File: src/rtl/pipe_scheduler.sv
// Pipe obstacle scheduler: scrolls three pipes left on each frame tick through one
// shared adder (one pipe per cycle), respawns off-screen pipes and flags bird passes.
module pipe_scheduler #(
    parameter int START_X = 640,
    parameter int SPACING = 224,
    parameter int PIPE_W  = 52,
    parameter int BIRD_X  = 160,
    parameter int GAP_MIN = 60
) (
    input  logic        clk,
    input  logic        rst,
    input  logic        frame_tick,
    input  logic        run,
    input  logic        mode,
    output logic [31:0] pipe1,
    output logic [31:0] pipe2,
    output logic [31:0] pipe3,
    output logic        pass_pulse,
    output logic        busy,
    output logic        done,
    output logic        overrun
);

    typedef enum logic [2:0] {IDLE, UPD0, UPD1, UPD2, DONE} state_t;

    localparam logic signed [15:0] L_START  = 16'(START_X);
    localparam logic signed [15:0] L_SPACE  = 16'(SPACING);
    localparam logic signed [15:0] L_WRAP   = 16'(3 * SPACING);
    localparam logic signed [15:0] L_PW     = 16'(PIPE_W);
    localparam logic signed [15:0] L_NEG_PW = 16'(-PIPE_W);
    localparam logic signed [15:0] L_BIRD   = 16'(BIRD_X);
    localparam logic        [15:0] L_GAP    = 16'(GAP_MIN);
    localparam logic        [15:0] L_GAP0   = 16'(GAP_MIN + 128);
    localparam logic        [15:0] L_SEED   = 16'hACE1;

    state_t             r_state;
    logic signed [15:0] r_x [3];
    logic        [15:0] r_gap [3];
    logic        [15:0] r_lfsr;
    logic signed [15:0] r_spd;
    logic               r_pass;
    logic               r_busy;
    logic               r_done;
    logic               r_overrun;

    logic signed [15:0] w_curX;
    logic signed [15:0] w_nx;
    logic signed [15:0] w_nextX;
    logic               w_respawn;
    logic               w_pass;
    logic               w_upd;
    logic               w_lfsrFb;
    logic        [15:0] w_newGap;

    // The single shared adder works on whichever pipe the current UPD state selects
    always_comb begin
        w_curX = r_x[0];
        w_upd  = 1'b0;
        case (r_state)
            UPD0: begin w_curX = r_x[0]; w_upd = 1'b1; end
            UPD1: begin w_curX = r_x[1]; w_upd = 1'b1; end
            UPD2: begin w_curX = r_x[2]; w_upd = 1'b1; end
            default: ;
        endcase
    end

    assign w_nx      = w_curX - r_spd;
    assign w_respawn = (w_nx <= L_NEG_PW);
    assign w_nextX   = w_respawn ? (w_nx + L_WRAP) : w_nx;
    // Pass uses the pre-respawn position so a wrapping pipe cannot fake a crossing
    assign w_pass    = ((w_curX + L_PW) > L_BIRD) && ((w_nx + L_PW) <= L_BIRD);
    assign w_lfsrFb  = r_lfsr[0] ^ r_lfsr[2] ^ r_lfsr[3] ^ r_lfsr[5];
    assign w_newGap  = L_GAP + {8'd0, r_lfsr[7:0]};

    always_ff @(posedge clk) begin
        if (rst) begin
            r_state   <= IDLE;
            r_x[0]    <= L_START;
            r_x[1]    <= L_START + L_SPACE;
            r_x[2]    <= L_START + L_SPACE + L_SPACE;
            r_gap[0]  <= L_GAP0;
            r_gap[1]  <= L_GAP0;
            r_gap[2]  <= L_GAP0;
            r_lfsr    <= L_SEED;
            r_spd     <= 16'sd2;
            r_pass    <= 1'b0;
            r_busy    <= 1'b0;
            r_done    <= 1'b0;
            r_overrun <= 1'b0;
        end else begin
            r_lfsr <= {w_lfsrFb, r_lfsr[15:1]};
            r_pass <= w_upd && w_pass;
            r_done <= 1'b0;
            if (frame_tick && (r_state != IDLE)) begin
                r_overrun <= 1'b1;
            end
            case (r_state)
                IDLE: begin
                    if (frame_tick && run) begin
                        r_state <= UPD0;
                        r_busy  <= 1'b1;
                        r_spd   <= mode ? 16'sd4 : 16'sd2;
                    end
                end
                UPD0: begin
                    r_x[0] <= w_nextX;
                    if (w_respawn) r_gap[0] <= w_newGap;
                    r_state <= UPD1;
                end
                UPD1: begin
                    r_x[1] <= w_nextX;
                    if (w_respawn) r_gap[1] <= w_newGap;
                    r_state <= UPD2;
                end
                UPD2: begin
                    r_x[2] <= w_nextX;
                    if (w_respawn) r_gap[2] <= w_newGap;
                    r_state <= DONE;
                    r_done  <= 1'b1;
                end
                default: begin
                    r_state <= IDLE;
                    r_busy  <= 1'b0;
                end
            endcase
        end
    end

    assign pipe1      = {r_x[0], r_gap[0]};
    assign pipe2      = {r_x[1], r_gap[1]};
    assign pipe3      = {r_x[2], r_gap[2]};
    assign pass_pulse = r_pass;
    assign busy       = r_busy;
    assign done       = r_done;
    assign overrun    = r_overrun;

endmodule

File: config.mk
export PLATFORM = sky130hd
export DESIGN_NAME = pipe_scheduler
export DESIGN_NICKNAME = d
export VERILOG_FILES = /design/src/rtl/pipe_scheduler.sv
export SDC_FILE = /design/constraint.sdc
export NUM_CORES = 1
export LEC_CHECK = 0
export BUFFER_PORTS_ARGS = -buffer_cell sky130_fd_sc_hd__buf_2
export CAP_MARGIN = 20
export CORE_MARGIN = 3
export CORE_UTILIZATION = 30
export DETAILED_ROUTE_END_ITERATION = 8
export PLACE_DENSITY = 0.58
export SLEW_MARGIN = 20
export SYNTH_ARGS = -nofsm -noshare
export SYNTH_HDL_FRONTEND = slang
export SYNTH_SLANG_ARGS = --single-unit
File: constraint.sdc
create_clock -name clk -period 4.3 [get_ports clk]
set_clock_uncertainty 0.2 [all_clocks]
set_input_delay 1.29 -clock clk [delete_from_list [all_inputs] [get_ports clk]]
set_output_delay 1.29 -clock clk [all_outputs]
set_load 0.01 [all_outputs]
==> out/qor.csv <==
stage,metric,value,unit
run_status,outcome,"complete, no violations",
worst_setup_path,"Req. time, crit path",4320,ps
global_route,"Most Used Layer, Global Route",met2,
sta,Highest Clock Rate,242,MHz
floorplanning,Initial Utilization,0.309,
layout,most frequent cells in the layout,"buf_2 (83), edfxtp_1 (75), nor2_1 (35)",
worst_setup_path,crit start category,flip-flop,
placement,post-placement cell count,768,
routing,First DRT Iteration DRCs,305,
worst_setup_path,Worst EP arrival,4160,ps
layout,Layout area overhead,22.0,%
layout,layout cells sized above 1,0.369,
global_route,GR met1 Demand/Resource,0.201,
placement,dpl ws,90.2,ps
sta,relative slew slack,0.453,
power_and_ir_drop,Sequential Power Share,0.407,
placement,I/O Buffers,83,
placement,Final Wtd Congestion,0.900,
routing,DR DRC count,0,
power_and_ir_drop,total power draw,2.83,mW
sta,unrepaired setup endpoints after global routing,false,
worst_setup_path,crit-path max FO,17,
power_and_ir_drop,P_sw,0.927,mW
worst_setup_path,CP peak stage delay,600,ps
placement,post-DP HPWL,10500,um
logic_synthesis,"FF+latch count, synth",100,
global_route,largest net degree at the start of global routing,33,
routing,Final ANT Viol Nets,0,
min_path,WHS Path Cells,1,
layout,diodes inserted,0,
sta,Final Cycle Share,0.963,
min_path,Min-Delay Path Class,flip-flop to flip-flop,
clock_network,clock root cell,clkbuf_16,
global_route,met3 Use GR,0.0314,
clock_network,CTS tree,built,
clock_network,TritonCTS Buffers,9,
floorplanning,die width,140,um
clock_network,H-tree depth,3,
worst_setup_path,Reg2Reg Depth,12,
clock_network,clk sinks,100,
routing,Vias,3858,
logic_synthesis,post-synthesis sequential area ratio,0.512,
sta,Fin. Hold Viols,0,
sta,Hold WS,216,ps
floorplanning,Die H,140,um
routing,final WL,14200,um
routing,drt pass-1 iters,4,
routing,Vias/cell,4.89,
sta,endpoints failing setup,0,
sta,Final min period,4140,ps
worst_setup_path,slowest library cell on the worst path,or4_1,
layout,Layout Utilization,0.377,
worst_setup_path,Worst R2R Start,r_state[2],
power_and_ir_drop,Pwr per Cell Area,431,nW/um2
logic_synthesis,Post-synth EDFFs,75,
power_and_ir_drop,Max IR drop VDD,0.186,mV
layout,"most common cell after layout, fill and taps aside",buf_2,
global_route,first-pass GRT wire length,22000,um
sta,max-slew violation count,0,
sta,Final WS setup,161,ps
worst_setup_path,Worst Setup Path Type,flip-flop to flip-flop,
global_route,vias in the first global route,3765,
layout,final std cells w/o fill,789,
global_route,antenna violations before repair,0,
logic_synthesis,Post-Syn Area per Cell,11.9,um2
worst_setup_path,crit end category,flip-flop,
power_and_ir_drop,Sw Ratio,0.327,
global_route,GR Util met2,0.220,
logic_synthesis,Mapped Cells,451,
min_path,Worst Min Path Start,r_lfsr[11],
sta,setup total negative slack,0,ps
power_and_ir_drop,P_int,1.90,mW
flow_run,maxcap violations,0,
clock_network,clk_lat worst skew,350,ps
floorplanning,core footprint,17400,um2
power_and_ir_drop,clock power share,0.296,
worst_setup_path,Worst R2R Setup Slack,160,ps
placement,placed cell area,6150,um2
layout,nets@finish,571,
global_route,GRT Total Usage,0.143,
logic_synthesis,share of synthesized flip-flops with an asynchronous set or reset,0,
sta,Slew @ Worst Pin,820,ps
power_and_ir_drop,Leak,2.40,nW
floorplanning,FP Rows,48,
worst_setup_path,FF-to-FF End,pass_pulse,
clock_network,Worst-path clk slew,70,ps
global_route,total grt overflow,0,
logic_synthesis,synthesized area,5380,um2
floorplanning,Die Area,19600,um2
layout,cell area after layout,6560,um2
clock_network,Bufs on Longest Clock Path,2,
min_path,worst hold endpoint,r_lfsr[10],
logic_synthesis,synth unique cells,76,
routing,wire per inst,18.1,um
logic_synthesis,Main synth FF type,edfxtp_1,
worst_setup_path,CP cell instances,and2b_2 -> buf_4 -> mux2i_4 -> inv_2 -> ha_1 -> or4_1 -> o21ai_0 -> a21oi_1 -> o211a_1 -> or4_1 -> o211ai_1 -> a21oi_1,
logic_synthesis,Ys Warns,0,
floorplanning,# IOs,105,
power_and_ir_drop,Comb power frac,0.297,
-- synthesized netlist by cell type (4+ instances only) --
cell type  instances  share of area
a211oi_1           6         0.0084
dfxtp_1           25          0.093
a21o_1             4         0.0056
ha_1               6          0.014
xor2_1             7          0.011
nor3_1            17          0.016
nor3b_1            4         0.0056
mux2i_1           10          0.019
buf_6              4         0.0084
and2_1             6         0.0070
nand3_1            8         0.0074
xnor2_1           23          0.037
clkbuf_1           9         0.0063
mux2_2            16          0.033
or2_2             11          0.013
mux2i_2            7          0.018
nand2_1           30          0.021
nor2_1            35          0.024
edfxtp_1          75           0.42
nor2b_1            6         0.0070
o21a_1             4         0.0056
buf_4             21          0.029
a21oi_1           15          0.014
or3_1              4         0.0047
inv_1             11         0.0077
o21ai_0            4         0.0037
nand2b_1           5         0.0058
nor4_1             5         0.0058
-- cells by family (layout without fill, tap and decap cells) --
group	after synthesis	count (layout)	synth area share
adders and majority gates	7	7	0.0177
DFF	100	100	0.512
buffers and inverters	48	141	0.0560
muxes	40	40	0.0930
and+or+nand+nor	151	151	0.156
xor gates and xnor gates	34	34	0.0630
AOI/OAI and AO/OA	70	70	0.102
other	1	21	0.000697
-- power by group through the flow --
stage	sequential [mW]	clock, mW	combinational, mW
floorplan	1.20	0	0.546
global placement	1.17	0	0.793
detailed placement	1.17	0	0.796
CTS	1.15	0.847	0.801
global route	1.16	0.887	0.910
finish	1.15	0.837	0.841
-- registers in the layout, indices dropped and copies added (netlist names) --
| signal | count |
|---|---|
| pass_pulse | 1 |
| r_state | 3 |
| r_lfsr | 16 |
| busy | 1 |
| r_x | 48 |
| r_spd | 2 |
| r_gap | 27 |
| overrun | 1 |
| done | 1 |
-- routing by layer --
layer,vias to the layer above,part of all wire,routed length (um)
li1,1844,-,-
met1,1892,0.48,6790
met2,105,0.45,6440
met3,17,0.054,776
met4,0,0.016,235
met5,-,0,0
-- how the worst max path moves through the flow --
stage	start	to	slack, ps	cells after the start
floorplan	r_state[1]	r_gap[0][18]	10	16
global placement	r_state[0]	r_x[0][31]	200	13
detailed placement	r_state[0]	r_x[0][47]	90	13
CTS	r_state[0]	r_x[0][15]	20	13
global route	r_state[0]	pass_pulse	3	16
finish	r_state[2]	pass_pulse	160	12
-- timing repair --
item | 4_1_cts | 5_1_grt
resized for setup | 0 | 13
setup buffers | 0 | 5
setup endpoints to repair | 0 | 48
hold buffers | 0 | 0
-- worst max-delay path: cells and delay by family (launching register included) --
family / cells / cell delay (ps)
AND/OR/NAND/NOR: 3 / 1400
AO/OA/AOI/OAI: 5 / 800
buffers and inverters: 2 / 530
multiplexers: 1 / 470
flip-flops: 1 / 310
adder cells (fa/ha/maj): 1 / 310
-- area by class of cell --
type	instances	area [um2]
fill	1717	10900
timing repair buffer	113	641
clock buffer	10	229
tap	225	282
sequential	100	2750
multi-input combinational	323	2540
clock inverter	6	70.1
inverter	12	45.0
Note: power is estimated with default switching activity, not from simulation.
